File: config.mk
export PLATFORM = sky130hd
export DESIGN_NAME = hazard_unit
export DESIGN_NICKNAME = d
export VERILOG_FILES = /design/src/rtl/hazard_unit_pkg.sv /design/src/rtl/hazard_unit_sat_counter.sv /design/src/rtl/hazard_unit.sv
export SDC_FILE = /design/constraint.sdc
export NUM_CORES = 1
export LEC_CHECK = 0
export ABC_CLOCK_PERIOD_IN_PS = 3500
export CAP_MARGIN = 20
export CORE_MARGIN = 3
export CORE_UTILIZATION = 30
export DETAILED_ROUTE_END_ITERATION = 10
export REMOVE_ABC_BUFFERS = 1
export SLEW_MARGIN = 40
export SYNTH_ARGS = -nofsm -noshare
export SYNTH_HDL_FRONTEND = slang
export SYNTH_SLANG_ARGS = --single-unit
File: constraint.sdc
create_clock -name Clk -period 3.5 [get_ports Clk]
set_clock_uncertainty 0.05 [all_clocks]
set_input_delay 0.7 -clock Clk [delete_from_list [all_inputs] [get_ports Clk]]
set_output_delay 0.7 -clock Clk [all_outputs]
set_load 0.02 [all_outputs]
File: src/rtl/hazard_unit_pkg.sv
// Shared pipeline definitions for the hazard unit:
// FSM encodings, counter width and register-match helper.
package hazard_unit_pkg;

  localparam int CNT_W = 16;

  typedef enum logic {
    RUN  = 1'b0,
    HOLD = 1'b1
  } hz_state_e;

  typedef struct packed {
    logic load_use;
    logic br_alu;
    logic br_load;
    logic br_mem;
  } hz_hit_t;

  // Register 0 is hardwired, so it never forwards or stalls.
  function automatic logic reg_match(
    input logic [4:0] dst,
    input logic [4:0] src
  );
    return (dst != 5'd0) && (dst == src);
  endfunction

endpackage

File: src/rtl/hazard_unit_sat_counter.sv
// Saturating up-counter with synchronous clear,
// used for the stall and flush statistics.
module sat_counter
  import hazard_unit_pkg::*;
#(
  parameter int W = CNT_W
) (
  input  logic         Clk,
  input  logic         Rst,
  input  logic         en_i,
  input  logic         clr_i,
  output logic [W-1:0] cnt_o
);

  logic [W-1:0] cnt_q;
  logic [W-1:0] cnt_d;

  // Clear wins over increment; hold at all-ones.
  always_comb begin
    cnt_d = cnt_q;
    if (clr_i) begin
      cnt_d = '0;
    end else if (en_i && (cnt_q != '1)) begin
      cnt_d = cnt_q + W'(1);
    end
  end

  // Count register, synchronous active-low reset.
  always_ff @(posedge Clk) begin
    if (!Rst) begin
      cnt_q <= '0;
    end else begin
      cnt_q <= cnt_d;
    end
  end

  assign cnt_o = cnt_q;

endmodule

File: src/rtl/hazard_unit.sv
// Pipeline hazard detection: load-use and branch stalls,
// taken-branch flush, and saturating event counters.
module hazard_unit
  import hazard_unit_pkg::*;
(
  input  logic             Clk,
  input  logic             Rst,
  input  logic [4:0]       IFID_RegisterRs,
  input  logic [4:0]       IFID_RegisterRt,
  input  logic             IFID_UsesRt,
  input  logic             ID_Branch,
  input  logic             ID_BranchTaken,
  input  logic             IDEX_MemRead,
  input  logic             IDEX_RegWrite,
  input  logic [4:0]       IDEX_RegDst,
  input  logic             EXMEM_MemRead,
  input  logic [4:0]       EXMEM_RegDst,
  input  logic             Cnt_Clear,
  output logic             PCWrite,
  output logic             IFIDWrite,
  output logic             IDEX_Bubble,
  output logic             IFID_Flush,
  output logic [CNT_W-1:0] Stall_Cnt,
  output logic [CNT_W-1:0] Flush_Cnt,
  output logic             State_Hold
);

  hz_state_e state_q;
  hz_state_e state_d;
  hz_hit_t   hit;

  logic ex_rs;
  logic ex_rt;
  logic mem_rs;
  logic mem_rt;
  logic stall;
  logic flush;

  // Producer/consumer register matches.
  always_comb begin
    ex_rs  = reg_match(IDEX_RegDst, IFID_RegisterRs);
    ex_rt  = reg_match(IDEX_RegDst, IFID_RegisterRt);
    mem_rs = reg_match(EXMEM_RegDst, IFID_RegisterRs);
    mem_rt = reg_match(EXMEM_RegDst, IFID_RegisterRt);
  end

  // Hazard classes; branches compare both sources in ID.
  always_comb begin
    hit.load_use = IDEX_MemRead
                 & (ex_rs | (IFID_UsesRt & ex_rt));
    hit.br_alu   = ID_Branch & IDEX_RegWrite
                 & ~IDEX_MemRead & (ex_rs | ex_rt);
    hit.br_load  = ID_Branch & IDEX_MemRead
                 & (ex_rs | ex_rt);
    hit.br_mem   = ID_Branch & EXMEM_MemRead
                 & (mem_rs | mem_rt);
  end

  // FSM state register.
  always_ff @(posedge Clk) begin
    if (!Rst) begin
      state_q <= RUN;
    end else begin
      state_q <= state_d;
    end
  end

  // Branch-on-load needs a second stall cycle via HOLD.
  always_comb begin
    state_d = state_q;
    unique case (state_q)
      RUN:  if (hit.br_load) state_d = HOLD;
      HOLD: state_d = RUN;
      default: state_d = RUN;
    endcase
  end

  // Control outputs; stall overrides flush, reset stalls.
  always_comb begin
    stall = 1'b0;
    unique case (state_q)
      RUN:  stall = |hit;
      HOLD: stall = 1'b1;
      default: stall = 1'b1;
    endcase
    flush       = ~stall & ID_Branch & ID_BranchTaken;
    PCWrite     = Rst & ~stall;
    IFIDWrite   = Rst & ~stall;
    IDEX_Bubble = ~Rst | stall;
    IFID_Flush  = Rst & flush;
    State_Hold  = (state_q == HOLD);
  end

  sat_counter #(
    .W (CNT_W)
  ) u_stall_cnt (
    .Clk   (Clk),
    .Rst   (Rst),
    .en_i  (stall),
    .clr_i (Cnt_Clear),
    .cnt_o (Stall_Cnt)
  );

  sat_counter #(
    .W (CNT_W)
  ) u_flush_cnt (
    .Clk   (Clk),
    .Rst   (Rst),
    .en_i  (flush),
    .clr_i (Cnt_Clear),
    .cnt_o (Flush_Cnt)
  );

endmodule

After elaboration in Yosys (flattened, before gate mapping):

Cells that the tools add are included.

* equal/unequal tests: 6
* reduce and logical (&&, ||, !) cells: 10
* add/sub/neg operators: 2
* multiplexer cells: 3
* bitwise operators: 21

Operators by type and width (count)
* 16-bit by 1-bit adder with 16-bit output (second input constant): 2
* 16-bit != test (second input constant): 2
* 5-bit equality test: 4
* 1-bit bitwise AND: 13
* 5-bit nonzero test: 2
* 1-bit logical AND: 6
* 1-bit inverter: 4
* 1-bit OR: 4
* 1-bit case mux with 2 select lines: 2
* 4-bit OR reduction: 1
* 2-bit OR reduction: 1
* 1-bit two-way mux: 1

* output and inout bits: 37
* register bits: 33
* logic and storage cells: 45

Depth between registers and ports, before layout:

Gate-level depths: netlist (run 1).

* depth after elaboration: 11
* gate-level depth with buffers: 9
* depth with buffers taken out: 8

Hierarchy:

From an unflattened synthesis (run 1), not the netlist that was laid out.

* cell total of the unflattened synthesis: 232
* area total of the unflattened synthesis: 2119.5 um2

By module, submodules not included
* sat_counter: cells each 91, area an instance 864.6 um2, sequential area each 320.3 um2, times used 2
* hazard_unit: cells each 50, area an instance 390.4 um2, sequential area each 20.0 um2, times used 1

Worst setup path after synthesis (run 1):

Ideal clock, no wire load.

* path kind: input to output
* start: in EXMEM_RegDst[1]
* end: out PCWrite
* data required time: 2.750 ns
* buffers on the path: 1
* cell stages on the path: 6
* slack: 0.470 ns
* data arrival time: 2.280 ns
* path through: or4_4 > o2111ai_4 > and2_2 > nand3_1 > inv_1 > buf_4

* longest elaborated chain between the ends: 8
* elaborated cells on any way between the ends: 11

RTL lines
* start: declaration: RTL line hazard_unit.sv:17 `input logic [4:0] EXMEM_RegDst,`
* 5-bit equality test or 5-bit nonzero test (tied branches): RTL line hazard_unit_pkg.sv:24 `return (dst != 5'd0) && (dst == src);`
* 1-bit logical AND: RTL line hazard_unit_pkg.sv:24
* 1-bit OR (*): RTL line hazard_unit.sv:56 `& (mem_rs | mem_rt);`
* 1-bit bitwise AND (*): RTL line hazard_unit.sv:56
* 4-bit OR reduction (*): RTL line hazard_unit.sv:82 `RUN: stall = |hit;`
* 1-bit case mux with 2 select lines (*): RTL line hazard_unit.sv:81 `unique case (state_q)`
* 1-bit inverter (*)
* 1-bit bitwise AND (*)
* end: declaration: RTL line hazard_unit.sv:19 `output logic PCWrite,`

Mark *: on every way between the ends. The rest lies on a longest branch, timed or not.

Worst setup path in the final report (run 1):

* start: in IFID_RegisterRs[1]
* end: out IFID_Flush

* longest elaborated chain between the ends: 10
* elaborated cells on any way between the ends: 17

RTL lines
* start: declaration: RTL line hazard_unit.sv:8 `input logic [4:0] IFID_RegisterRs,`
* 5-bit equality test: RTL line hazard_unit_pkg.sv:24
* 1-bit logical AND: RTL line hazard_unit_pkg.sv:24
* 1-bit OR, on equally long branches
* 1-bit bitwise AND, on equally long branches
* 4-bit OR reduction (*): RTL line hazard_unit.sv:82
* 1-bit case mux with 2 select lines (*): RTL line hazard_unit.sv:81
* 1-bit inverter (*): RTL line hazard_unit.sv:86 `flush = ~stall & ID_Branch & ID_BranchTaken;`
* 1-bit bitwise AND (*) (2 in a row): RTL line hazard_unit.sv:86
* 1-bit bitwise AND (*): RTL line hazard_unit.sv:90 `IFID_Flush = Rst & flush;`
* end: declaration: RTL line hazard_unit.sv:22 `output logic IFID_Flush,`

Marks and branches as above.

==> qor.txt, run 1 <==
Ys Warns - 0
Worst VDD drop - 0.000187 V
Die W - 87.6 um
final wirelength - 5.37 mm
Gate Count Post-Synth - 248
IO buf count - 65
Setup Viol. Count Final - 0
top-level I/O count - 66
Max Fanout on Critical Path - 2
Clock Tree Root - clkbuf_8
die area - 0.00768 sq mm
max_cap viols - 0
fin cells - 403
CTS Hold Bufs - 0
cells traversed along the worst timing path - clkdlybuf4s50_1 -> xnor2_1 -> nand3_1 -> nor4b_2 -> o211ai_2 -> and2_2 -> and3_1 -> dlygate4sd2_1
cell total after placement - 394
drt drc - 0
post-synth top area cell - dfxtp_1
Die Y-Extent - 87.6 um
kind of critical path - input port to output port
Worst EP required - 2.75 ns
Synth Flop Type - dfxtp_1
worst-margin pin slew - 0.747 ns
Pwr per Cell Area - 272 mW/mm^2
clk sinks - 33
Post-synth top cells - 33 x dfxtp_1, 30 x nand2_1, 20 x nor2_1
Hold EP - u_stall_cnt.cnt_o[13]$_SDFFE_PP0P_
min-delay worst type - flip-flop to flip-flop
# H-tree levels - 2
largest net degree at the start of global routing - 20
FF-to-FF End - u_stall_cnt.cnt_o[13]$_SDFFE_PP0P_
Avg Cell Area, Syn - 8.06 sq um
fin. max-slew vios - 0
Initial Util - 0.313
Crit. End Element - output port
via count - 2,012
DRT antenna net count - 0
first-pass GRT wire length - 8.96 mm
fin crit share - 0.967
Clock Latency Late Sink - 0.28 ns
hold wc startpoint - u_stall_cnt.cnt_o[13]$_SDFFE_PP0P_
worst r2r path cells - 9
Floorplan Core Area - 0.00639 sq mm
vias in the first global route - 1,910
r2r setup slk - 1.19 ns
Post-synth EDFFs - 0
area grow syn2layout - 45.1%
post-DR vias/cell - 4.99
P_leak - 1.01 nW
wire per inst - 13.3 um
Seq/Total Area, Yosys - 0.330
GP Congestion - 0.824
post-synth cell types - 43
crit path DAT - 2.64 ns
post-layout instance area - 0.00290 sq mm
CTS Buffer Depth - 2
CTS Buf Count - 5
register bit total from synthesis - 33
final hold violations - 0
initial antenna violation count - 0
Async S/R FF share, synth - 0
mapped cell area - 0.00200 sq mm
final-layout fill cell count - 631
cell with the most instances after synthesis - dfxtp_1
Total Routing Usage GR - 0.145
dpl hpwl - 4.06 mm
slowest CP cell - clkdlybuf4s50_1
post-synth top area share - 0.330
grt ovf - 0
Power Total - 0.790 mW
DRT iter0 DRCs - 98
total negative slack - 0 ns
top post-synthesis cells by area - dfxtp_1 33%, xnor2_1 8.3%, nand2_1 5.6%
Max-slew headroom - 0.498
status - finished clean
final core utilization - 0.454
r2r startpoint - u_stall_cnt.cnt_o[0]$_SDFFE_PP0P_
crit start category - input port
First-pass DRT Iterations - 4
post-layout net count - 356
hold path depth - 2
antenna cells - 0
Period minus WS final - 3.39 ns
clk slew on worst S/H paths - 0.07 ns
multi-input logic area - 0.00126 sq mm
Rows - 29
share of cells above drive strength 1 - 0.0982
max incr delay on CP - 0.52 ns
TritonCTS clock tree - built
f_max - 295 MHz
Post-Place Cell Area - 0.00281 sq mm
Sequential Area - 661 sq um
==> cell usage in the layout, fill, tap and decap left out, drive strengths merged, types with 3 or more instances in the layout <==
cell | Yosys | final
xor2 | 4 | 4
nor2 | 20 | 20
mux2i | 5 | 5
inv | 6 | 6
buf | 6 | 15
or3 | 14 | 14
xnor2 | 19 | 19
clkbuf | 4 | 6
nand2 | 30 | 30
or4 | 8 | 8
and3 | 4 | 4
nand4 | 10 | 10
nor3 | 3 | 3
a21oi | 15 | 15
o21ai | 12 | 12
clkdlybuf4s50 | 0 | 57
a31oi | 3 | 3
dfxtp | 33 | 33
nand3 | 17 | 17
o31ai | 4 | 4
nand2b | 6 | 6
dlymetal6s2s | 0 | 4
o211ai | 7 | 7
dlygate4sd2 | 0 | 4
==> routing by layer <==
layer  track usage  vias up  wire [um]
met5             0        -          0
met4        0.0335        0         38
met3        0.0367        4        225
met2         0.240       37       2630
met1         0.190      914       2480
li1              -     1057          -
==> critical path, delay by kind of cell <==
family                 cells  cell delay [ns]
AND/OR/NAND/NOR            4             0.84
buffers and inverters      2             0.83
XOR/XNOR                   1             0.13
AO/OA/AOI/OAI              1             0.13
==> metrics by stage <==
step           hold slack (ns)  setup WS (ns)
2_1_floorplan            0.502          0.551
3_3_place_gp             0.424         -0.125
3_5_place_dp             0.435         -0.139
4_1_cts                  0.446          0.107
5_1_grt                  0.482        -0.0106
6_report                 0.441          0.114
==> cells by family after synthesis <==
| logic type | synth area share |
|---|---|
| AO/OA/AOI/OAI | 0.180 |
| multiplexers | 0.0250 |
| XOR/XNOR | 0.101 |
| AND/OR/NAND/NOR | 0.310 |
| flip-flops | 0.330 |
| buffers and inverters | 0.0407 |
| adder cells (fa/ha/maj) | 0.0125 |
==> area by class of cell <==
cell class              instances  area share
clock buffers                   6      0.0250
clock inverters                 2     0.00345
inverters                       6     0.00777
multi-input cells             199       0.434
flip-flops and latches         33       0.228
well taps                      77      0.0332
repair buffers                 80       0.269
==> worst max path at each step <==
stage	from	slack [ns]	to
6_report	IFID_RegisterRs[1]	0.11	IFID_Flush
5_1_grt	IFID_RegisterRs[0]	-0.01	IFIDWrite
4_1_cts	IDEX_RegDst[4]	0.11	IFID_Flush
3_5_place_dp	EXMEM_RegDst[2]	-0.14	IFIDWrite
3_3_place_gp	IDEX_RegDst[1]	-0.13	IDEX_Bubble
2_1_floorplan	EXMEM_RegDst[1]	0.55	IFIDWrite
==> report_power, final <==
part           switching [mW]  total, mW  internal [mW]  leakage (nW)
Clock                   0.141      0.278          0.138        0.0450
Combinational          0.0630      0.134         0.0713         0.704
Sequential            0.00124      0.378          0.376         0.266
Total                   0.205      0.790          0.585          1.01
==> repair_timing <==
item / CTS / global route
pin swaps: 0 / 2
setup endpoints to repair: 4 / 4
buffers inserted: 0 / 1
gates resized for setup: 4 / 4
==> sequential cells by signal, summed over array words and instances (netlist names) <==
register and flops:
u_flush_cnt.cnt_o 16, u_stall_cnt.cnt_o 16, State_Hold 1
No activity file was read; power rests on OpenSTA's default activity.
==> run 2: changes to the inputs <==
--- a/config.mk
+++ b/config.mk
@@ -11,6 +11,7 @@
 export CORE_UTILIZATION = 30
 export DETAILED_ROUTE_END_ITERATION = 10
 export REMOVE_ABC_BUFFERS = 1
+export SKIP_CTS_REPAIR_TIMING = 1
 export SLEW_MARGIN = 40
 export SYNTH_ARGS = -nofsm -noshare
 export SYNTH_HDL_FRONTEND = slang
==> qor.txt, run 2 (synthesized netlist as in run 1, its figures left out) <==
worst-margin pin slew - 0.747 ns
clk slew on worst S/H paths - 0.07 ns
CTS Buf Count - 5
Sequential Area - 661 sq um
Crit. End Element - output port
grt ovf - 0
Clock Latency Late Sink - 0.28 ns
crit start category - input port
Die Y-Extent - 87.6 um
Post-Place Cell Area - 0.00281 sq mm
clk sinks - 33
unrepaired setup endpoints after global routing - no
worst slack at placement - -0.139 ns
TritonCTS clock tree - built
cells traversed along the worst timing path - clkdlybuf4s50_1 -> xnor2_1 -> nand3_1 -> nor4b_2 -> o211ai_2 -> and2_2 -> and3_1 -> dlymetal6s2s_1
kind of critical path - input port to output port
f_max - 306 MHz
post-layout net count - 355
multi-input logic area - 0.00126 sq mm
final worst slack - 0.230 ns
max_cap viols - 0
DRT iter0 DRCs - 99
drt drc - 0
First-pass DRT Iterations - 4
crit path DAT - 2.52 ns
fin crit share - 0.934
most frequent cells in the layout - 61 x clkdlybuf4s50_1, 33 x dfxtp_1, 30 x nand2_1, 20 x nor2_1, 19 x xnor2_1
final wirelength - 5.34 mm
die area - 0.00768 sq mm
antenna cells - 0
slowest CP cell - clkdlybuf4s50_1
fin. max-slew vios - 0
Max Fanout on Critical Path - 3
commonest non-fill, non-tap cell in the layout - clkdlybuf4s50_1
first-pass GRT wire length - 8.96 mm
via count - 2,003
Worst VDD drop - 0.000187 V
Rows - 29
area grow syn2layout - 44.9%
total negative slack - 0 ns
final hold violations - 0
vias in the first global route - 1,910
cell total after placement - 394
# H-tree levels - 2
status - finished clean
DRT antenna net count - 0
largest net degree at the start of global routing - 20
GP Congestion - 0.824
final-layout fill cell count - 629
Floorplan Core Area - 0.00639 sq mm
post-DR vias/cell - 4.98
P_leak - 1.01 nW
Setup Viol. Count Final - 0
CTS Buffer Depth - 2
initial antenna violation count - 0
Max-slew headroom - 0.498
share of cells above drive strength 1 - 0.0954
fin cells - 402
max incr delay on CP - 0.54 ns
Pwr per Cell Area - 273 mW/mm^2
Period minus WS final - 3.27 ns
Initial Util - 0.313
min-delay worst type - flip-flop to flip-flop
Clock Tree Root - clkbuf_8
Total Routing Usage GR - 0.145
IO buf count - 65
wire per inst - 13.3 um
top-level I/O count - 66
Worst EP required - 2.75 ns
Die W - 87.6 um
Power Total - 0.791 mW
post-layout instance area - 0.00290 sq mm
dpl hpwl - 4.06 mm
==> run 2: cell count changes in the layout (fill, tap and decap cells not counted), sizes merged <==
cell / before / now
buf: 15 / 14
clkdlybuf4s50: 57 / 61
dlygate4sd2: 4 / 0
==> run 2: cell type report <==
cell class                 count  share of cell area
multi-input combinational    199               0.434
tap                           77              0.0332
clock inverter                 2             0.00345
inverter                       6             0.00777
timing repair buffer          79               0.269
sequential                    33               0.228
clock buffer                   6              0.0250
==> run 2: worst max-delay path, delay by kind of cell <==
family | cells | cell delay [ns]
compound gates | 1 | 0.13
xor+xnor | 1 | 0.14
simple gates | 4 | 0.81
buf+inv | 2 | 0.74
==> run 2: per-layer routing <==
| metal | track usage | part of all wire | vias up |
|---|---|---|---|
| met5 | 0 | 0 | - |
| met4 | 0.0335 | 0.0071 | 0 |
| met3 | 0.0367 | 0.042 | 4 |
| met2 | 0.240 | 0.49 | 37 |
| met1 | 0.190 | 0.46 | 908 |
| li1 | - | - | 1054 |
==> run 2: per-stage QoR <==
step                utilization  hold WS, ns
global route              0.454        0.482
finish                    0.454        0.441
CTS                       0.452        0.446
global placement          0.439        0.424
floorplan                     -        0.502
detailed placement        0.439        0.435
==> run 2: worst paths after layout <==
check                                                        start                                  to  slack, ns  cells past startpoint
worst max-delay path                                IDEX_RegDst[4]                          IFID_Flush       0.23                      8
worst max register to register   u_stall_cnt.cnt_o[0]$_SDFFE_PP0P_  u_stall_cnt.cnt_o[13]$_SDFFE_PP0P_       1.19                      9
worst min register to register  u_stall_cnt.cnt_o[13]$_SDFFE_PP0P_  u_stall_cnt.cnt_o[13]$_SDFFE_PP0P_       0.44                      2
worst min-delay path            u_stall_cnt.cnt_o[13]$_SDFFE_PP0P_  u_stall_cnt.cnt_o[13]$_SDFFE_PP0P_       0.44                      2
==> run 2: power breakdown <==
part | switching [mW] | leakage (nW) | total, mW | internal, mW
logic | 0.0624 | 0.699 | 0.135 | 0.0726
clock network | 0.141 | 0.0450 | 0.278 | 0.138
registers | 0.00124 | 0.266 | 0.378 | 0.376
==> run 3: changes to the inputs <==
--- a/config.mk
+++ b/config.mk
@@ -8,7 +8,8 @@
 export ABC_CLOCK_PERIOD_IN_PS = 3500
 export CAP_MARGIN = 20
 export CORE_MARGIN = 3
-export CORE_UTILIZATION = 30
+export CORE_UTILIZATION = 35
+export CTS_CLUSTER_SIZE = 14
 export DETAILED_ROUTE_END_ITERATION = 10
 export REMOVE_ABC_BUFFERS = 1
 export SKIP_CTS_REPAIR_TIMING = 1
==> qor.txt, run 3 (synthesized netlist as in run 1, its figures left out) <==
status - finished clean
fin cells - 395
Floorplan Core Area - 0.00530 sq mm
max_cap viols - 0
kind of critical path - input port to output port
Worst EP required - 2.75 ns
Rows - 26
grt ovf - 0
top-level I/O count - 66
antenna cells - 0
DRT antenna net count - 0
cells traversed along the worst timing path - clkdlybuf4s50_1 -> xnor2_1 -> nand3_1 -> o32ai_2 -> o211ai_2 -> and2_2 -> and3_1 -> dlymetal6s2s_1
final hold violations - 0
initial antenna violation count - 0
Setup Viol. Count Final - 0
share of cells above drive strength 1 - 0.0985
final core utilization - 0.546
Crit. End Element - output port
DRT iter0 DRCs - 102
Max-slew headroom - 0.516
Die Y-Extent - 81.6 um
First-pass DRT Iterations - 4
area grow syn2layout - 44.8%
GP Congestion - 0.814
Period minus WS final - 3.32 ns
slowest CP cell - clkdlybuf4s50_1
Initial Util - 0.377
f_max - 301 MHz
first-pass GRT wire length - 9.52 mm
clk sinks - 33
worst-margin pin slew - 0.720 ns
Max Fanout on Critical Path - 3
# H-tree levels - 2
Die W - 81.6 um
wire per inst - 14.0 um
dpl hpwl - 4.31 mm
drt drc - 0
TritonCTS clock tree - built
P_leak - 1.01 nW
min-delay worst type - flip-flop to flip-flop
Clock Tree Root - clkbuf_8
most frequent cells in the layout - 61 x clkdlybuf4s50_1, 33 x dfxtp_1, 30 x nand2_1, 20 x nor2_1, 19 x xnor2_1
commonest non-fill, non-tap cell in the layout - clkdlybuf4s50_1
largest net degree at the start of global routing - 20
hold_ws - 0.441 ns
Clock Latency Late Sink - 0.28 ns
worst slack at placement - -0.165 ns
final wirelength - 5.53 mm
IO buf count - 65
unrepaired setup endpoints after global routing - no
clk slew on worst S/H paths - 0.06 ns
max incr delay on CP - 0.56 ns
CTS Buffer Depth - 2
fin. max-slew vios - 0
cell total after placement - 387
CTS Buf Count - 5
final-layout fill cell count - 510
Total Routing Usage GR - 0.181
post-layout net count - 355
post-DR vias/cell - 5.21
final worst slack - 0.181 ns
die area - 0.00666 sq mm
Pwr per Cell Area - 288 mW/mm^2
via count - 2,057
vias in the first global route - 1,983
total negative slack - 0 ns
fin crit share - 0.948
crit path DAT - 2.57 ns
Worst VDD drop - 0.000194 V
crit start category - input port
-- run 3: cell types whose count changed in the layout (fill, tap and decap cells not counted), sizes merged --
| cell | delta |
|---|---|
| clkbuf | +1 |
| clkinv | -1 |
-- run 3: cell type report --
| type | count | area, sq um | share of cell area |
|---|---|---|---|
| clock inverter | 1 | 5.00 | 0.00173 |
| tap | 70 | 87.6 | 0.0303 |
| sequential | 33 | 661 | 0.228 |
| clock buffer | 7 | 96.3 | 0.0333 |
| multi-input combinational | 199 | 1260 | 0.434 |
| timing repair buffer | 79 | 766 | 0.264 |
| inverter | 6 | 22.5 | 0.00778 |
-- run 3: layer usage --
layer  up-vias  routed length [um]  track usage
li1       1054                   -            -
met1       949                2680        0.247
met2        47                2550        0.288
met3         7                 237       0.0362
met4         0                  67       0.0565
met5         -                   0            0
-- run 3: metrics by stage --
stage	power (mW)	instance area [sq um]
floorplan	0.447	1940
global placement	0.522	2780
detailed placement	0.523	2780
CTS	0.847	2890
global route	0.871	2900
finish	0.834	2900
-- run 3: power by group --
group | switching [mW] | leakage, nW | total, mW | internal, mW
Sequential | 0.00125 | 0.266 | 0.378 | 0.376
Clock | 0.142 | 0.0542 | 0.320 | 0.178
Combinational | 0.0651 | 0.694 | 0.137 | 0.0717
-- run 3: final timing paths --
check        slack [ns]  depth (start not counted)                                from                                  to
max                0.18                          8                      IDEX_RegDst[1]                          IFID_Flush
min                0.44                          2  u_stall_cnt.cnt_o[13]$_SDFFE_PP0P_  u_stall_cnt.cnt_o[13]$_SDFFE_PP0P_
min reg2reg        0.44                          2  u_stall_cnt.cnt_o[13]$_SDFFE_PP0P_  u_stall_cnt.cnt_o[13]$_SDFFE_PP0P_
max reg2reg        1.21                          9   u_stall_cnt.cnt_o[0]$_SDFFE_PP0P_   u_stall_cnt.cnt_o[7]$_SDFFE_PP0P_
-- run 3: critical path: cells and delay by family --
kind / cells / cell delay [ns]
simple gates: 3 / 0.49
xor+xnor: 1 / 0.15
buf+inv: 2 / 0.77
compound gates: 2 / 0.47
